**src/rtl/adder_pkg.sv**
```systemverilog
// Shared constants for the bit-serial adder: state encoding and default width.
package adder_pkg;

    localparam int unsigned DEFAULT_WIDTH = 8;

    typedef logic [1:0] state_t;

    localparam state_t ST_IDLE  = 2'd0;
    localparam state_t ST_SHIFT = 2'd1;
    localparam state_t ST_DONE  = 2'd2;

endpackage

```
**src/rtl/full_adder.sv**
```systemverilog
// Single-bit full adder cell, used as the shared slice of the serial adder.
module full_adder (
    input  logic a_i,
    input  logic b_i,
    input  logic c_i,
    output logic sum_o,
    output logic cout_o
);

    // Sum and carry of three input bits.
    always_comb begin
        sum_o  = a_i ^ b_i ^ c_i;
        cout_o = (a_i & b_i) | (c_i & (a_i ^ b_i));
    end

endmodule

```
**src/rtl/serial_adder.sv**
```systemverilog
// Bit-serial ripple adder: one full_adder slice reused over WIDTH cycles, LSB first,
// with a start/busy/done handshake. {cout,sum} = a + b + cin.
module serial_adder
    import adder_pkg::*;
#(
    parameter int unsigned WIDTH = DEFAULT_WIDTH
) (
    input  logic             clk,
    input  logic             rst,
    input  logic             start,
    input  logic [WIDTH-1:0] a,
    input  logic [WIDTH-1:0] b,
    input  logic             cin,
    output logic             busy,
    output logic             done,
    output logic [WIDTH-1:0] sum,
    output logic             cout
);

    localparam int unsigned CNT_W = $clog2(WIDTH + 1);
    localparam logic [CNT_W-1:0] CNT_LAST = CNT_W'(WIDTH - 1);

    state_t           state_q, state_d;
    logic [WIDTH-1:0] ra_q, ra_d;
    logic [WIDTH-1:0] rb_q, rb_d;
    logic [WIDTH-1:0] sum_q, sum_d;
    logic [CNT_W-1:0] cnt_q, cnt_d;
    logic             cy_q, cy_d;
    logic             cout_q, cout_d;
    logic             busy_q, busy_d;
    logic             done_q, done_d;

    logic             fa_sum;
    logic             fa_cout;

    // The one shared bit slice: current LSBs plus the running carry.
    full_adder u_fa (
        .a_i    (ra_q[0]),
        .b_i    (rb_q[0]),
        .c_i    (cy_q),
        .sum_o  (fa_sum),
        .cout_o (fa_cout)
    );

    // Next-state and datapath update; busy/done are precomputed so they leave a flop.
    always_comb begin
        state_d = state_q;
        ra_d    = ra_q;
        rb_d    = rb_q;
        sum_d   = sum_q;
        cnt_d   = cnt_q;
        cy_d    = cy_q;
        cout_d  = cout_q;
        busy_d  = 1'b0;
        done_d  = 1'b0;

        case (state_q)
            ST_IDLE: begin
                if (start) begin
                    ra_d    = a;
                    rb_d    = b;
                    cy_d    = cin;
                    cnt_d   = '0;
                    busy_d  = 1'b1;
                    state_d = ST_SHIFT;
                end
            end
            ST_SHIFT: begin
                ra_d  = ra_q >> 1;
                rb_d  = rb_q >> 1;
                sum_d = (sum_q >> 1) | (WIDTH'(fa_sum) << (WIDTH - 1));
                cy_d  = fa_cout;
                cnt_d = cnt_q + CNT_W'(1);
                if (cnt_q == CNT_LAST) begin
                    cout_d  = fa_cout;
                    done_d  = 1'b1;
                    state_d = ST_DONE;
                end else begin
                    busy_d = 1'b1;
                end
            end
            ST_DONE: begin
                state_d = ST_IDLE;
            end
            default: begin
                state_d = ST_IDLE;
            end
        endcase
    end

    // State and datapath registers; reset aborts any operation in flight.
    always_ff @(posedge clk or posedge rst) begin
        if (rst) begin
            state_q <= ST_IDLE;
            ra_q    <= '0;
            rb_q    <= '0;
            sum_q   <= '0;
            cnt_q   <= '0;
            cy_q    <= 1'b0;
            cout_q  <= 1'b0;
            busy_q  <= 1'b0;
            done_q  <= 1'b0;
        end else begin
            state_q <= state_d;
            ra_q    <= ra_d;
            rb_q    <= rb_d;
            sum_q   <= sum_d;
            cnt_q   <= cnt_d;
            cy_q    <= cy_d;
            cout_q  <= cout_d;
            busy_q  <= busy_d;
            done_q  <= done_d;
        end
    end

    assign busy = busy_q;
    assign done = done_q;
    assign sum  = sum_q;
    assign cout = cout_q;

endmodule
```
**config.mk**
```make
export PLATFORM = sky130hd
export DESIGN_NAME = serial_adder
export DESIGN_NICKNAME = d
export VERILOG_FILES = /design/src/rtl/adder_pkg.sv /design/src/rtl/full_adder.sv /design/src/rtl/serial_adder.sv
export SDC_FILE = /design/constraint.sdc
export NUM_CORES = 1
export LEC_CHECK = 0
export CORE_ASPECT_RATIO = 1.25
export CORE_MARGIN = 4
export CORE_UTILIZATION = 45
export DETAILED_ROUTE_END_ITERATION = 10
export GPL_TIMING_DRIVEN = 0
export PLACE_DENSITY = 0.82
export SLEW_MARGIN = 20
export SYNTH_ARGS = -nofsm -noshare
export SYNTH_HDL_FRONTEND = slang
export SYNTH_HIERARCHICAL = 1
export SYNTH_SLANG_ARGS = --single-unit
export TNS_END_PERCENT = 5
```
**constraint.sdc**
```tcl
create_clock -name clk -period 1.3 [get_ports clk]
set_clock_uncertainty 0.2 [all_clocks]
set_input_delay 0.26 -clock clk [delete_from_list [all_inputs] [get_ports clk]]
set_output_delay 0.26 -clock clk [all_outputs]
set_load 0.02 [all_outputs]
```
==> results.sh <==
export IMPL_die_h_um=73.6
export IMPL_cts_tree="done"
export IMPL_cp_data_arrival_time_ns=1.38
export IMPL_finalPower_mw=4.99
export IMPL_fin_crit_sh_pct=108
export IMPL_numCtsBuffers=5
export IMPL_final_util_pct=66.1
export IMPL_first_pass_iters=4
export IMPL_period_needed_ns=1.41
export IMPL_status="finished, violations left"
export IMPL_antenna_cells=0
export IMPL_synth_fp_nets=165
export IMPL_synth_edf_count=0
export IMPL_grt_util_met1_pct=18.4
export IMPL_synth_main_ff_cell="dfrtp_1"
export IMPL_grt_overflow_total=0
export IMPL_fmax_mhz=711
export IMPL_crit_path_top_delay_cell="dfrtp_1"
export IMPL_place_congestion=0.701
export IMPL_synthTopCellsByCount="nand2_1, dfrtp_1, mux2i_1, o21ai_1, o21ai_0"
export IMPL_setup_viol=34
export IMPL_max_slew_margin_rel_pct=54.2
export IMPL_cp_end_kind="flip-flop"
export IMPL_drtAntennaViolNets=0
export IMPL_tightest_slew_ns=0.686
export IMPL_synth_seq_area_share_pct=55.0
export IMPL_place_hpwl_um=2200
export IMPL_core_area_sq_mm=0.00325
export IMPL_vias_per_cell=5.12
export IMPL_dpl_cell_count=210
export IMPL_required_ns=1.27
export IMPL_avgSynthCellArea_sq_um=10.8
export IMPL_drive_gt1_share_pct=28.9
export IMPL_leakagePower_nw=1.02
export IMPL_hold_viol=0
export IMPL_clkTransAtPathRegs_ns=0.06
export IMPL_vias=1199
export IMPL_stdcell_count=234
export IMPL_cp_common_cell="buf_6"
export IMPL_worst_path_buf_inv=2
export IMPL_setup_ws_ns=-0.107
export IMPL_path_class="flip-flop to flip-flop"
export IMPL_whs_ns=0.194
export IMPL_use_met2_pct=27.5
export IMPL_vdd_drop_max_mv=1.42
export IMPL_share_seq_of_total_power_pct=36.1
export IMPL_fill_cells=248
export IMPL_cellInternalPower_mw=3.16
export IMPL_syn_inst=143
export IMPL_reg2reg_depth=4
export IMPL_reg2reg_to="cnt_q[2]"
export IMPL_die_x_um=60.5
export IMPL_place_ws_ns=-0.504
export IMPL_cts_hold_buf=0
export IMPL_drc=0
export IMPL_synthesis_area_sq_mm=0.00155
export IMPL_ys_types=25
export IMPL_yosysMostFrequentCell="nand2_1"
export IMPL_maxSlewViolCount=0
export IMPL_p_comb_share_pct=48.0
export IMPL_synth_area_top_cells="dfrtp_1, nand2_1, mux2i_1"
export IMPL_placed_area_sq_mm=0.00191
export IMPL_grt_pass1_wl_um=5180
export IMPL_htree_levels=2
export IMPL_cts_sinks=34
export IMPL_wirelength_um=3310
export IMPL_start_util_pct=47.6
export IMPL_crit_path_max_incr_delay_ns=0.37
export IMPL_rrSetupSlack_ns=-0.11
export IMPL_synth_top_area_cell="dfrtp_1"
export IMPL_grt_busiest_layer="met2"
export IMPL_antenna_found_initial=0
export IMPL_cts_root_buf="clkbuf_8"
export IMPL_grt_pass1_vias=1213
export IMPL_areaGrowthSynthToFinish_pct=39.0
export IMPL_rsz0062_at_grt="true"
export IMPL_synth_top_cell_area_share_pct=55.0
export IMPL_num_io_pins=31
export IMPL_clock_path_buffers=2
export IMPL_crit_chain="buf_6 > o21bai_2 > buf_6 > a22o_1"
export IMPL_async_reset_ff_share_pct=100
export IMPL_cpLargestDelayFamily="compound AO/OA/AOI/OAI gates"
export IMPL_min_path_type="primary input to asynchronous set/reset pin"
export IMPL_track_usage_pct=16.0
export IMPL_synth_warnings=6
export IMPL_switching_power_mw=1.82
export IMPL_critPathMaxFanout=8
export IMPL_wire_per_inst_um=14.1
export IMPL_final_area_sq_mm=0.00215
export IMPL_clkLatencyLatePin_ns=0.29
export IMPL_tns_ns=-1.62
export IMPL_synth_seq_cells=34
export IMPL_powerDensity_mw_per_mm2=2320
export IMPL_drt_iter0_markers=17
export IMPL_clock_power_share_pct=15.9
export IMPL_dieArea_sq_mm=0.00445
export IMPL_p_sw_share_pct=36.5
export IMPL_cp_start_kind="flip-flop"
export IMPL_num_rows=23
export IMPL_maxCapViolations=0
export IMPL_violations="setup timing"
export IMPL_met3_usage_pct=3.69
export IMPL_r2r_start="state_q[1]"
export IMPL_place_port_buffers=30
export IMPL_grt_max_degree=35
export IMPL_fin_nets=218
[worst register-to-register path, delay by kind of cell (launching register included)]
family / cells / cell delay, ns
flip-flops: 1 / 0.37
AO/OA/AOI/OAI: 2 / 0.45
buffers and inverters: 2 / 0.28
[worst max-delay path by stage]
| stage | to | depth (start not counted) | start | slack, ns |
|---|---|---|---|---|
| floorplan | cout | 4 | cnt_q[0] | -0.12 |
| global placement | busy | 2 | rst | -0.63 |
| detailed placement | ra_q[4] | 4 | start | -0.50 |
| CTS | cout | 4 | cnt_q[0] | -0.11 |
| global route | ra_q[0] | 5 | state_q[1] | -0.17 |
| finish | cnt_q[2] | 4 | state_q[1] | -0.11 |
[cell type report]
type | instances | area, sq um | share of cell area, %
well taps | 37 | 46.3 | 2.15
clock buffers | 7 | 86.3 | 4.01
clock inverters | 1 | 5.00 | 0.233
flip-flops and latches | 34 | 851 | 39.6
multi-input cells | 101 | 671 | 31.2
inverters | 1 | 3.75 | 0.175
repair buffers | 45 | 379 | 17.6
plain buffers | 8 | 109 | 5.06
[per-layer routing]
metal  vias up  part of all wire [%]
met3        12                   5.3
met2        34                    52
met5         -                     0
li1        583                     -
met1       570                    39
met4         0                   2.9
[what timing repair did]
| action | CTS | global route |
|---|---|---|
| gates resized for setup | 56 | 17 |
| cloned | 0 | 3 |
| buffers inserted | 7 | 6 |
| pin swaps | 4 | 6 |
| setup endpoints to repair | 32 | 36 |
[power by group through the flow]
stage	Sequential [mW]	Combinational [mW]	Clock, mW
6_report	1.80	2.39	0.792
3_3_place_gp	1.78	1.96	0
2_1_floorplan	1.93	1.25	0
3_5_place_dp	1.82	2.04	0
4_1_cts	1.80	2.13	0.819
5_1_grt	1.85	2.61	0.851
[cells by family after synthesis]
logic type      synth area share (%)
buf+inv                         4.85
flops                           55.0
fa+ha+maj                       2.10
simple gates                    17.9
mux                             11.2
compound gates                  9.05
[placed cells by master, fill, tap and decap left out, types with 2 or more instances in the layout]
cell	instances
nand3_1	3
nand2_1	41
nor2b_1	4
clkbuf_8	7
nor2_1	2
o21ai_1	16
buf_6	9
dfrtp_1	34
buf_2	11
nand2_2	2
buf_8	2
a22o_1	2
mux2i_1	14
clkdlybuf4s50_1	18
buf_4	10
a21oi_1	2
[flip-flops by register name, summed over array words and instances (netlist names)]
name,flops
ra_q,8
rb_q,8
sum,8
cnt_q,4
state_q,2
busy,1
cout,1
cy_q,1
done,1
Power figures use the tool's default switching activity.
==> variant (config.mk and constraints unchanged) <==
Put one more register stage on the output `sum`, cleared by the reset. The value now appears one clock later. The other outputs are not delayed to match.
--- a/src/rtl/serial_adder.sv
+++ b/src/rtl/serial_adder.sv
@@ -115,7 +115,13 @@
 
     assign busy = busy_q;
     assign done = done_q;
-    assign sum  = sum_q;
+    always_ff @(posedge clk or posedge rst) begin
+        if (rst) begin
+            sum <= '0;
+        end else begin
+            sum <= sum_q;
+        end
+    end
     assign cout = cout_q;
 
 endmodule
Check against the original RTL: not equivalent (a bounded check fails within 4 cycles, from zero or initial values and one cycle with rst high).
==> variant against the unedited design <==
  * The run ends with negative hold slack, negative setup slack left
  * Critical path depth unchanged
  * Clock power increased by 25%
  * Total power increased by 4.9%
  * Combinational power decreased by 15%
  * Setup slack got worse by 0.038 ns
  * Cell area increased by 9.0%
  * Routed wire length increased by 5.0%
  * Sequential share of layout area increased by 5.4 points
  * First-iteration DRC count increased by 94%
  * Sequential cell count increased by 8
  * Synthesized area increased by 11%
  * Cell count increased by 5.6%
  * Via count increased by 9.3%
  * Largest cell class unchanged
  * Largest power group is now sequential cells
==> variant: results (changes against the unedited design) <==
[grt]
grt_pass1_vias = 1228  ; +1.2%
grt_pass1_wl_um = 5609  ; +8.3%
track_usage_pct = 14.55  ; -1.5 points
grt_max_degree = 43  ; +23%

[layout]
final-nonclk-buf-share_pct = 18.95  ; -3.7 points
n_sequential_cell = 42  ; +24%
multi_input_area_share_pct = 29.15  ; -2.0 points
syn_to_final_growth_pct = 36.02
finalNetCount = 229  ; +5.0%
nMultiInputCombCells = 106  ; +5.0%
seq_share_pct = 44.95  ; +5.4 points
n_fill_cell = 276  ; +11%
layout.cells.non_filler = 247  ; +5.6%
signal_buffers = 51  ; -3.8%
clk_share_pct = 4.538  ; +0.29 points

[outcome]
violations = negative hold slack, negative setup slack
outcome = complete, but fails checks

[worst_setup_path]
worstSetupPathType = register to register
rr_endpoint = cout
slowest_delay_ns = 0.41  ; +0.04 ns
critPathLaunch = cnt_q[1]
crit_family = flip-flops
worstPathArrival_ns = 1.42  ; +0.04 ns

[power_and_ir_drop]
irDropWorstVdd_mv = 1.163  ; -18%
power.total_mw = 5.229  ; +4.9%
pg_seq_mw = 2.19  ; +22%
switching_share_pct = 34.72  ; -1.8 points
p_leak_nw = 1.122  ; +9.9%

[synthesis]
syn-num-nets = 179  ; +8.5%
seq_area_frac_synth_pct = 61.00  ; +6.0 points
synthCells = 157  ; +9.8%
synthTopCellsByArea = dfrtp_1, nand2_1, mux2i_1
synth_commonest_cells = dfrtp_1, nand2_1, o21ai_0
synth.distinct_cells = 24  ; -4.0%

[routing]
viasPerCell = 5.308  ; +3.6%
drt-total-wl_um = 3475  ; +5.0%
drt_iter0_drc = 33  ; +16

[sta]
holdWs_ns = -0.03023  ; -0.2246 ns
setup_viol = 30  ; -12%
hold_viol_final = 42  ; +42
timing.final.ws_setup_ns = -0.1449  ; -0.03772 ns
setup_tns_ns = -1.496  ; +0.1281 ns

[cts]
cts_setup_buffers = 6  ; -1

[placed_design]
dp_hpwl_um = 2084  ; -5.2%
post-place-ws_ns = -0.6325  ; -0.1281 ns
place.gp.congestion = 0.7523  ; +7.3%

[die]
coreArea_sq_mm = 0.003603  ; +11%

## variant: changes by cell type in the layout (fill, tap and decap cells not counted), moves of 2 or more
| cell | unedited run | this run |
|---|---|---|
| dfrtp_2 | 0 | 2 |
| clkbuf_8 | 7 | 5 |
| o21ai_1 | 16 | 18 |
| mux2i_1 | 14 | 11 |
| a22oi_1 | 0 | 3 |
| a21oi_1 | 2 | 8 |
| and2b_1 | 0 | 2 |
| dfrtp_1 | 34 | 40 |
| nand2_1 | 41 | 37 |
| buf_2 | 11 | 13 |
| buf_4 | 10 | 8 |
## variant: logic make-up after synthesis
family	after synthesis	synth area share [%]
AOI/OAI and AO/OA	34	11.04
adders and majority gates	2	1.888
buffers and inverters	9	3.558
DFF	42	61.00
muxes	12	7.045
and+or+nand+nor	58	15.47
## variant: metal layers
layer  global-route usage, %  wire [um]
met1                   17.30       1437
met2                   24.14       1781
met3                   4.386        175
met4                   6.263         81
met5                       0          0
